$ cat src/rtl/types_pkg.sv
// Shared types for the pipeline register slice: occupancy states and perf counter width.
package types_pkg;

  typedef enum logic [1:0] {
    EMPTY = 2'd0,
    HALF  = 2'd1,
    FULL  = 2'd2
  } pipe_state_e;

  localparam int unsigned PERF_W = 16;

endpackage

$ cat src/rtl/sat_counter.sv
// Saturating up-counter: increments on inc, holds at all-ones instead of wrapping.
module sat_counter #(
  parameter int unsigned W = 16
) (
  input  logic         clk,
  input  logic         reset,
  input  logic         inc,
  output logic [W-1:0] count
);

  always_ff @(posedge clk or posedge reset) begin
    if (reset) begin
      count <= '0;
    end else if (inc && (count != '1)) begin
      count <= count + 1'b1;
    end
  end

endmodule

$ cat src/rtl/pipeline_stage.sv
// Two-entry register slice (main + skid) with flush and optional perf counters.
// Perf counters are built only when PIPELINE_STAGE_PERF_EN is defined; otherwise they read 0.
module pipeline_stage
  import types_pkg::*;
#(
  parameter int unsigned       WIDTH     = 32,
  parameter logic [WIDTH-1:0]  RESET_VAL = '0,
  parameter int unsigned       PERF_W    = types_pkg::PERF_W
) (
  input  logic              clk,
  input  logic              reset,
  input  logic              in_valid,
  output logic              in_ready,
  input  logic [WIDTH-1:0]  in_data,
  input  logic              flush,
  output logic              out_valid,
  input  logic              out_ready,
  output logic [WIDTH-1:0]  out_data,
  output logic [PERF_W-1:0] stall_cnt,
  output logic [PERF_W-1:0] bubble_cnt
);

  pipe_state_e      state, state_next;
  logic [WIDTH-1:0] main_q, main_next;
  logic [WIDTH-1:0] skid_q, skid_next;
  logic             in_ready_q;
  logic             in_xfer, out_xfer;

  assign out_valid = (state != EMPTY);
  assign out_data  = main_q;
  assign in_ready  = in_ready_q;
  assign in_xfer   = in_valid && in_ready_q;
  assign out_xfer  = out_valid && out_ready;

  always_ff @(posedge clk or posedge reset) begin
    if (reset) begin
      state      <= EMPTY;
      main_q     <= RESET_VAL;
      skid_q     <= RESET_VAL;
      in_ready_q <= 1'b1;
    end else begin
      state      <= state_next;
      main_q     <= main_next;
      skid_q     <= skid_next;
      in_ready_q <= (state_next != FULL);
    end
  end

  always_comb begin
    state_next = state;
    main_next  = main_q;
    skid_next  = skid_q;
    unique case (state)
      EMPTY: begin
        if (in_xfer) begin
          state_next = HALF;
          main_next  = in_data;
        end
      end
      HALF: begin
        if (in_xfer && out_xfer) begin
          main_next = in_data;
        end else if (in_xfer) begin
          state_next = FULL;
          skid_next  = in_data;
        end else if (out_xfer) begin
          state_next = EMPTY;
        end
      end
      FULL: begin
        if (out_xfer) begin
          state_next = HALF;
          main_next  = skid_q;
        end
      end
      default: state_next = EMPTY;
    endcase
    // Flush only drops occupancy; payload registers keep their contents.
    if (flush) begin
      state_next = EMPTY;
      main_next  = main_q;
      skid_next  = skid_q;
    end
  end

`ifdef PIPELINE_STAGE_PERF_EN
  sat_counter #(.W(PERF_W)) u_stall_cnt (
    .clk   (clk),
    .reset (reset),
    .inc   (out_valid && !out_ready),
    .count (stall_cnt)
  );

  sat_counter #(.W(PERF_W)) u_bubble_cnt (
    .clk   (clk),
    .reset (reset),
    .inc   (!out_valid),
    .count (bubble_cnt)
  );
`else
  assign stall_cnt  = '0;
  assign bubble_cnt = '0;
`endif

endmodule

$ cat config.mk
export PLATFORM = sky130hd
export DESIGN_NAME = pipeline_stage
export DESIGN_NICKNAME = d
export VERILOG_FILES = /design/src/rtl/types_pkg.sv /design/src/rtl/sat_counter.sv /design/src/rtl/pipeline_stage.sv
export SDC_FILE = /design/constraint.sdc
export NUM_CORES = 1
export LEC_CHECK = 0
export BUFFER_PORTS_ARGS = -buffer_cell sky130_fd_sc_hd__buf_2
export CORE_ASPECT_RATIO = 1.1
export CORE_MARGIN = 2
export CORE_UTILIZATION = 40
export CTS_BUF_LIST = sky130_fd_sc_hd__clkbuf_8
export DETAILED_ROUTE_END_ITERATION = 8
export PLACE_DENSITY = 0.66
export SLEW_MARGIN = 40
export SYNTH_ARGS = -nofsm -noshare
export SYNTH_HDL_FRONTEND = slang
export SYNTH_HIERARCHICAL = 1
export SYNTH_SLANG_ARGS = --single-unit
$ cat constraint.sdc
create_clock -name clk -period 2.28 [get_ports clk]
set_input_delay 0.114 -clock clk [delete_from_list [all_inputs] [get_ports clk]]
set_output_delay 0.114 -clock clk [all_outputs]
set_load 0.01 [all_outputs]
After elaboration in Yosys (flattened, before gate mapping)
Cells that the tools add are included.
Operators by class
  eq/ne operators: 6
  mux-type cells: 11
  bitwise operators: 2
  reduce and logical (&&, ||, !) cells: 8
Operators by type and width (number)
  32-bit two-way mux: 3
  32-bit one-hot mux with 3 select lines: 1
  2-bit two-way mux: 6
  2-bit != test, second input constant: 4
  2-bit one-hot mux with 3 select lines: 1
  5-bit AND reduction: 1
  4-bit AND reduction: 1
  1-bit logical AND: 3
  3-bit nonzero test: 1
  2-bit by 1-bit == test with 1-bit output, second input constant: 1
  2-bit == test, second input constant: 1
  2-bit logical NOT: 1
  1-bit inverter: 2
  2-bit nonzero test: 1
Storage, ports and cells
  register bits: 67
  logic and storage cells: 31

Logic depth before layout (Yosys ltp)
Gate-level depths: netlist of run 1.
  depth in word-level cells: 8
  mapped depth: 5
  gate-level depth less buffers: 4

Worst setup path before layout of run 1
No wires, ideal clock.
  path type: flip-flop to flip-flop
  start: reg in_ready_q, in the netlist in_ready
  end: reg skid_q[0]
  setup time: 0.128 ns
  data arrival time: 1.344 ns
  path slack: 0.809 ns
  stages on the path, launching flop included: 5
  buffers on the path: 1
  path through: dfstp_2 > and3b_1 > nand2_1 > buf_4 > mux2_1
Between the ends
  word-level cells in the longest chain between the ends: 4
Ends and longest elaborated chain
  start, declared: RTL line pipeline_stage.sv:26  | logic in_ready_q;
  start signal, assigned: RTL line pipeline_stage.sv:45  | in_ready_q <= (state_next != FULL);
  1-bit logical AND *: RTL line pipeline_stage.sv:32  | assign in_xfer = in_valid && in_ready_q;
  1-bit logical AND: RTL line pipeline_stage.sv:61  | if (in_xfer && out_xfer) begin
  1-bit inverter (no source line)
  4-bit AND reduction (no source line) *
  end signal, assigned: RTL line pipeline_stage.sv:44  | skid_q <= skid_next;
  end, declared: RTL line pipeline_stage.sv:25  | logic [WIDTH-1:0] skid_q, skid_next;
Mark *: on every way between the ends. The rest lies on a longest branch, timed or not.
A chain may end at the register's enable or synchronous reset.

Worst setup path after layout of run 1
  start: reg state[1]
  end: reg skid_q[18]
Between the ends
  word-level cells in the longest chain between the ends: 5
Ends and longest elaborated chain
  start, declared: RTL line pipeline_stage.sv:23  | pipe_state_e state, state_next;
  start signal, assigned: RTL line pipeline_stage.sv:42  | state <= state_next;
  2-bit nonzero test: RTL line pipeline_stage.sv:29  | assign out_valid = (state != EMPTY);
  1-bit logical AND: RTL line pipeline_stage.sv:33  | assign out_xfer = out_valid && out_ready;
  1-bit logical AND: RTL line pipeline_stage.sv:61
  1-bit inverter (no source line)
  4-bit AND reduction (no source line) *
Marked as above.

==> results of run 1 <==
==> sequential cells by signal, indices dropped and copies added (netlist names) <==
signal / count
out_data: 32
skid_q: 32
state: 2
in_ready: 1
==> worst max path at each step <==
stage,from,end,depth (start not counted),slack [ns]
after floorplan,reset,out_data[0],1,0.48
after CTS,state[1],skid_q[18],4,0.58
final,state[1],skid_q[18],4,0.59
after global routing,state[0],out_data[29],4,0.52
after global placement,state[1],skid_q[18],4,0.65
after detailed placement,state[1],skid_q[4],4,0.60
==> report_power, final <==
part | internal, mW | leakage, nW | total (mW) | switching [mW]
sequential | 1.47 | 0.828 | 1.61 | 0.136
clock | 0.645 | 0.108 | 1.11 | 0.462
combinational | 0.318 | 1.12 | 0.613 | 0.295
total | 2.44 | 2.05 | 3.33 | 0.894
==> final cells by class <==
type | count | area [um^2] | area share, %
Multi-Input combinational cell | 176 | 1210 | 32.2
Timing Repair Buffer | 83 | 493 | 13.2
Inverter | 3 | 11.3 | 0.301
Tap cell | 105 | 131 | 3.51
Sequential cell | 67 | 1680 | 44.8
Clock inverter | 6 | 88.8 | 2.37
Clock buffer | 10 | 138 | 3.67
==> cell usage in the layout, fill, tap and decap left out <==
cell type / instances
bufinv_16: 2
nor2_1: 3
nand2b_1: 1
and3b_1: 1
clkinv_2: 1
a211o_1: 1
mux2_1: 1
a41oi_4: 1
buf_2: 70
buf_4: 3
or2_2: 1
mux2i_1: 32
clkinvlp_4: 2
and4bb_1: 1
clkbuf_8: 10
nand2_1: 35
dfrtp_1: 66
clkinv_4: 1
mux2_2: 32
nand2b_2: 1
dlygate4sd3_1: 8
a21oi_1: 1
o21ai_1: 15
buf_12: 2
inv_2: 1
dfstp_2: 1
inv_1: 2
conb_1: 32
o21ai_0: 17
o22a_1: 1
==> worst register-to-register path: stages, from the launching register on <==
cell     delay [ns]
dfrtp_1        0.46
and3b_1        0.24
nand2_1        0.06
buf_4          0.39
mux2_2         0.41
==> through the flow <==
step	std cells	hold slack [ns]	instance area [um^2]
after CTS	450	0.000647	3750
final	450	0.0259	3750
after global placement	426	0.183	3440
after global routing	450	0.00608	3750
after floorplan	291	0.180	3210
after detailed placement	426	0.183	3440
==> layer usage <==
layer | GRT usage [%] | vias to the layer above | part of all wire, %
met1 | 17.1 | 922 | 46
li1 | - | 980 | -
met4 | 5.38 | 0 | 1.5
met2 | 20.8 | 70 | 46
met3 | 5.57 | 8 | 7.0
met5 | 0 | - | 0
==> kinds of logic (layout without fill, tap and decap cells) <==
| family | count (synthesis) | count (layout) | share of synthesized area [%] |
|---|---|---|---|
| compound gates | 36 | 36 | 6.44 |
| other cells | 1 | 32 | 0.121 |
| flops | 67 | 67 | 54.3 |
| mux | 65 | 65 | 22.4 |
| simple gates | 43 | 43 | 5.91 |
| buf+inv | 48 | 102 | 10.8 |
==> run metrics, run 1 <==
relative slew slack=59.7%; Syn-to-layout area delta=21.3%; unrepaired setup endpoints after global routing=no; total wire length=5.52 mm; fin. max-slew vios=0; VDD IR-drop max=0.399 mV; Post-synth top flop=dfrtp_1; # Post-CTS Setup Buffers=0; die area=0.00844 mm^2; CP peak stage delay=0.46 ns; Yosys reg bits=67; HP Start=in_data[4]; sequential element share of the synthesized area=54.3%; Overall Power=3.33 mW; number of synthesized flops with an enable pin=0; vias in the first global route=1,840; worst reg2reg path depth=4; fin nets=377; clk root buf=clkbuf_8; CP top delay family=flip-flops; clock sinks=67; initial antenna violation count=0; synthesized area=0.00309 mm^2; CP Capture Type=register; most common cell in the netlist=dfrtp_1; worst setup margin=0.595 ns; yosys warns=6; Final setup viols=0; share of layout cells above drive strength 1=37.1%; all-layer global routing usage=13.6%; count of final hold-check violations=0; R2R Path Start=state[1]; hold depth=2; largest net degree at the start of global routing=45; Die Ht=96.2 um; clk_lat worst skew=0.34 ns; Reg-to-Reg End=skid_q[18]; Crit Path Max Fanout=32; Slowest-stage cell, CP=dfrtp_1; post-cts resize count=0; mean routed wirelength per cell=12.3 um; ANT nets after route=0; setup tns final=0 ns; ANT cells=0; Vias/cell=4.40; max cap viols=0; H-tree levels=3; dpl ws=0.604 ns; worst-path cell chain=and3b_1, nand2_1, buf_4, mux2_2; Max clock buf depth=2; post-DP HPWL=3.65 mm; Final Skew=0.00992 ns; startpoint types=register; min Tclk post-route=1.69 ns; CTS tree=done; most frequent cells after synthesis=66 x dfrtp_1, 39 x buf_4, 35 x nand2_1; Post-synth ARST share=100%; GRT overflow=0; kind of critical path=reg -> reg; total CTS buffers=9; Leak=2.05 nW; final routed DRC violation total=0; Hold EP=skid_q[4]; first-pass GRT wire length=8.65 mm; Top Ports=103; # fillers=705; GPL Wtd Cong=0.640; WP buf/inv=1; Critical Path AT=1.90 ns; detailed-route via count=1,980; first-iteration detailed-routing DRC count=70; fmax=593 MHz; Worst-path clk slew=0.08 ns; row cnt=33; final core utilization=50.1%; Synth area leader=dfrtp_1; cells after synthesis=260; I/O Buffers=70; Core Region=0.00747 mm^2; die width=87.8 um; share of the synthesized area in the top cell type=53.5%; Area contributors post-synth=dfrtp_1 53%, mux2_2 12%, mux2i_1 10%; R2R setup slack=0.59 ns; status=complete, no violations; fin crit share=73.9%; worst path required time=2.50 ns; class of the worst hold path=in -> reg; Initial DRT Pass Iterations=3; Pwr Density=889 mW/mm^2; # hold bufs at CTS=8; Initial Util=41.3%; Least-Margin Pin Slew=0.604 ns; Avg Inst Size Synth=11.9 um^2; Synth cell types=21
Note: power is estimated with default switching activity, not from simulation.
==> run 2: changes to the inputs <==
- PLACE_DENSITY: 0.66 -> 0.68
- clock period: 2.28 -> 1.4 ns (I/O delays scaled with it)
==> run 2 against run 1 <==
The run now ends with setup timing left. Clock-buffer cell count stayed put. Routed wire length increased by 12%. Utilization grew 6.6 points. Global-route usage rose by 1.5 points. Combinational power up 88%.
==> run metrics, run 2 (synthesis gave the netlist of run 1 again) <==
status=finished, violations left; violated checks=setup timing; fin nets=414 (+9.8%); worst reg2reg path depth=4 (unchanged); R2R Path Start=in_ready; ANT cells=0 (unchanged); Multi-input gate area=0.00123 mm^2 (+1.9%); Final Skew=0.00835 ns (-0.00156 ns); fin. max-slew vios=0 (unchanged); Crit Path Max Fanout=23 (-28%); count of final hold-check violations=0 (unchanged); VDD IR-drop max=0.749 mV (+88%); Initial DRT Pass Iterations=4 (+1); Final setup viols=20 (+20); I/O Buffers=70 (unchanged); Die Ht=96.2 um (unchanged); class of the worst hold path=in -> reg; ANT nets after route=0 (unchanged); H-tree levels=3 (unchanged); unrepaired setup endpoints after global routing=yes; final instance count without filler cells=487 (+8.2%); worst-path cell chain=dlygate4sd3_1, clkbuf_4, and4bb_1, a41oi_4, buf_12, clkbuf_16, o21ai_0; fin crit share=102%; max cap viols=0 (unchanged); share of layout cells above drive strength 1=37.7% (+0.59 points); # fillers=650 (-7.8%); GPL Wtd Cong=0.753 (+18%); Max Used Layer=met4; min Tclk post-route=1.42 ns; kind of critical path=in -> reg; DR WL met2=3.15 mm (+25%); fmax=702 MHz; Reg-to-Reg End=skid_q[0]; post-DP HPWL=3.78 mm (+3.5%); all-layer global routing usage=15.1% (+1.5 points); commonest non-fill, non-tap cell in the layout=buf_2; clk root buf=clkbuf_8; dpl ws=-0.0579 ns (-0.662 ns); final core utilization=56.7% (+6.6 points); Top Ports=103 (unchanged); R2R setup slack=-0.02 ns (-0.62 ns); clock sinks=67 (unchanged); Seq. cell area=0.00168 mm^2 (about the same); Max clock buf depth=2 (unchanged); die area=0.00844 mm^2 (unchanged); worst path required time=1.62 ns (-0.88 ns); worst setup margin=-0.0247 ns (-0.619 ns); Core Region=0.00747 mm^2 (unchanged); row cnt=33 (unchanged); Cells after DPL=429 (+0.70%); Slowest-stage cell, CP=dlygate4sd3_1; mean routed wirelength per cell=12.7 um (+3.7%); most frequent cells in the layout=68 x buf_2, 65 x dfrtp_1, 34 x nand2_1, 34 x dlygate4sd3_1; total CTS buffers=9 (unchanged); HP Start=out_ready; total wire length=6.19 mm (+12%); DRT met1 WL=2.63 mm (+4.5%); detailed-route via count=2,145 (+8.3%); first-pass GRT wire length=9.57 mm (+11%); clk_lat worst skew=0.34 ns (about the same); Leak=2.28 nW (+11%); initial antenna violation count=0 (unchanged); Pwr Density=1310 mW/mm^2 (+48%); hold depth=2 (unchanged); Initial Util=41.3% (unchanged); first-iteration detailed-routing DRC count=88 (+26%); largest net degree at the start of global routing=68 (+51%); CP Capture Type=register; Worst-path clk slew=0.07 ns (about the same); CTS tree=done; die width=87.8 um (unchanged); Hold EP=in_ready; setup tns final=-0.232 ns (-0.232 ns); Syn-to-layout area delta=37.2%; CP peak stage delay=0.52 ns (+0.06 ns); startpoint types=primary input; GRT overflow=0 (unchanged); Critical Path AT=1.64 ns (-0.26 ns); met3 WL=335 um (-13%); vias in the first global route=2,018 (+9.7%); final routed DRC violation total=0 (unchanged); Vias/cell=4.40 (+0.10%)
-- run 2: cell types whose count changed in the layout (fill, tap and decap cells not counted), moves of 3 or more --
cell           change
o21ai_1            +5
o21ai_0            -5
buf_12             +4
dlygate4sd3_1     +26
buf_6              +3
-- run 2: critical path: cells and delay by family --
kind	cells	cell delay [ns]
buffers and inverters	4	1.03
AOI/OAI and AO/OA	2	0.29
and+or+nand+nor	1	0.24
-- run 2: metal layers --
layer / up-vias / global-route usage (%)
li1: 1063 / -
met1: 997 / 18.5
met2: 77 / 24.7
met3: 8 / 5.32
met4: 0 / 5.38
met5: - / 0
-- run 2: timing repair --
| item | 4_1_cts | 5_1_grt |
|---|---|---|
| cloned | 1 | 2 |
| hold buffers | 32 | 2 |
| endpoints found under the hold margin | 97 | 2 |
| setup buffers | 4 | 1 |
| pin swaps | 0 | 2 |
| setup endpoints to repair | 53 | 66 |
| gates resized for setup | 6 | 13 |
-- run 2: per-stage QoR --
stage	power, mW	cell area, um^2	hold WS, ns
after global placement	3.63	3500	0.191
final	5.57	4240	0.0173
after global routing	5.91	4240	0.00636
after detailed placement	3.69	3500	0.196
after CTS	5.57	4120	0.000120
after floorplan	3.35	3220	0.136
-- run 2: area by class of cell --
cell class | count | share of cell area [%]
clock inverters | 6 | 2.10
flip-flops and latches | 67 | 39.6
multi-input cells | 176 | 29.0
inverters | 3 | 0.354
well taps | 105 | 3.10
clock buffers | 10 | 3.25
repair buffers | 120 | 22.6
-- run 2: how the worst max path moves through the flow --
stage	start	end	slack [ns]	cells past startpoint
global placement	state[1]	skid_q[17]	-0.005	4
CTS	in_ready	skid_q[0]	-0.01	4
finish	flush	out_data[12]	-0.02	7
floorplan	in_ready	skid_q[10]	-0.03	4
detailed placement	state[1]	skid_q[12]	-0.06	4
global route	flush	out_data[17]	-0.09	8
-- run 2: power breakdown --
group | leakage [nW] | internal, mW | switching (mW)
combinational | 1.34 | 0.634 | 0.519
clock | 0.108 | 1.05 | 0.731
sequential | 0.826 | 2.40 | 0.232
total | 2.28 | 4.09 | 1.48
==> run 3: changes to the inputs <==
- clock period: 1.4 -> 1.2 ns (I/O delays scaled with it)
==> run 3 against run 2 <==
The flow still finishes with violations (setup timing). Register-to-register slack worse by 0.19 ns. Clock skew decreased by 0.0025 ns. Critical path depth fell by 1. Cell count grew 1.8%. Sequential power rose by 18%. Hold slack improved by 0.015 ns. Setup slack got worse by 0.19 ns. Cell area rose by 5.6%. Largest cell class unchanged. Highest routed layer unchanged.
==> run metrics, run 3 (synthesis gave the netlist of run 1 again) <==
dpl ws=-0.234 ns (-0.176 ns); I/O Buffers=70 (unchanged); fin. max-slew vios=0 (unchanged); Syn-to-layout area delta=45.0%; VDD IR-drop max=1.02 mV (+37%); Final setup viols=68 (+240%); die area=0.00844 mm^2 (unchanged); Core Region=0.00747 mm^2 (unchanged); die width=87.8 um (unchanged); commonest non-fill, non-tap cell in the layout=buf_2; largest net degree at the start of global routing=38 (-44%); fin nets=424 (+2.4%); Leak=2.38 nW (+4.6%); status=finished, violations left; H-tree levels=3 (unchanged); Pwr Density=1460 mW/mm^2 (+12%); count of final hold-check violations=0 (unchanged); GPL Wtd Cong=0.731 (-3.0%); worst setup margin=-0.216 ns (-0.191 ns); Initial DRT Pass Iterations=4 (unchanged); CTS tree=done; Vias/cell=4.45 (+1.0%); CP peak stage delay=0.44 ns (-0.08 ns); Initial Util=41.3% (unchanged); mean routed wirelength per cell=13.5 um (+6.3%); Die Ht=96.2 um (unchanged); clk_lat worst skew=0.33 ns (about the same); detailed-route via count=2,207 (+2.9%); worst-path cell chain=and4bb_1, a41oi_4, buf_12, clkbuf_16, nand2_1, o21ai_1; most frequent cells in the layout=69 x buf_2, 64 x dfrtp_1, 35 x dlygate4sd3_1, 32 x mux2_2, 32 x conb_1; post-DP HPWL=4.00 mm (+5.8%); CP Capture Type=register; unrepaired setup endpoints after global routing=yes; first-iteration detailed-routing DRC count=36 (-59%); kind of critical path=reg -> reg; fmax=706 MHz; ANT nets after route=0 (unchanged); Crit Path Max Fanout=15 (-35%); Cells after DPL=436 (+1.6%); Max clock buf depth=2 (unchanged); vias in the first global route=2,200 (+9.0%); total wire length=6.70 mm (+8.3%); Slowest-stage cell, CP=dfrtp_2; first-pass GRT wire length=10.2 mm (+7.1%); final routed DRC violation total=0 (unchanged); cell area after layout=0.00448 mm^2 (+5.6%); final core utilization=59.9% (+3.2 points); max cap viols=0 (unchanged); Critical Path AT=1.67 ns (+0.03 ns); row cnt=33 (unchanged); fin crit share=118%; min Tclk post-route=1.42 ns; clock sinks=67 (unchanged); violated checks=setup timing; startpoint types=register; placed inst area=0.00356 mm^2 (+1.9%); ANT cells=0 (unchanged); worst path required time=1.46 ns (-0.16 ns); clk root buf=clkbuf_8; Top Ports=103 (unchanged); total CTS buffers=9 (unchanged); Worst-path clk slew=0.07 ns (about the same); Final Skew=0.00582 ns (-0.00253 ns); all-layer global routing usage=15.8% (+0.65 points); GRT overflow=0 (unchanged); class of the worst hold path=in -> reg; share of layout cells above drive strength 1=45.8% (+8.1 points); initial antenna violation count=0 (unchanged); final instance count without filler cells=496 (+1.8%)
## run 3: cell count changes in the layout (fill, tap and decap cells not counted), sizes merged
cell / change
dlygate4sd3: +1
clkinvlp: -2
clkinv: +1
inv: +1
buf: +8
## run 3: final timing paths
check                              from            to  slack, ns  depth (start not counted)
hold / removal                    flush      in_ready       0.03                          2
max in group asynchronous         reset      state[0]       0.44                          4
hold reg to reg            out_data[26]  out_data[26]       0.48                          2
setup reg to reg               state[1]  out_data[27]      -0.22                          6
min in group asynchronous         reset  out_data[24]       0.39                          4
setup / recovery               state[1]  out_data[27]      -0.22                          6
## run 3: routing by layer
metal / wire length (um) / part of all wire (%) / vias to the layer above / track usage, %
met5: 0 / 0 / - / 0
met4: 51 / 0.76 / 0 / 5.00
met3: 405 / 6.0 / 7 / 5.40
met2: 3390 / 51 / 73 / 26.1
met1: 2860 / 43 / 1050 / 19.4
li1: - / - / 1077 / -
## run 3: cell type report
class                      count  area, um^2
sequential                    67        1680
clock buffer                   9         124
tap                          105         131
inverter                       3        15.0
fill                         611        3000
clock inverter                 6        82.6
multi-input combinational    176        1340
timing repair buffer         130        1100
## run 3: report_power, final
group / internal, mW / switching (mW) / total, mW
clock network: 1.15 / 0.805 / 1.95
registers: 2.80 / 0.306 / 3.11
logic: 0.828 / 0.669 / 1.50
## run 3: critical path, delay by kind of cell, from the launching register on
family / cells / cell delay (ns)
flip-flops: 1 / 0.44
buffers and inverters: 2 / 0.36
AND/OR/NAND/NOR: 2 / 0.27
AO/OA/AOI/OAI: 2 / 0.27
## run 3: through the flow
step	total power [mW]	setup TNS (ns)	hold slack [ns]
after floorplan	3.91	-11.23	0.126
after global placement	4.25	-11.32	0.201
after detailed placement	4.32	-12.84	0.201
after CTS	6.45	-13.54	0.00723
after global routing	6.95	-15.67	0.0455
final	6.56	-12.41	0.0319
## run 3: repair_timing
action	CTS	global route
setup endpoints to repair	68	68
buffers inserted	3	1
hold buffers	35	0
gates resized for setup	17	49
cloned	2	4
pin swaps	1	13
hold endpoints to repair	100	0
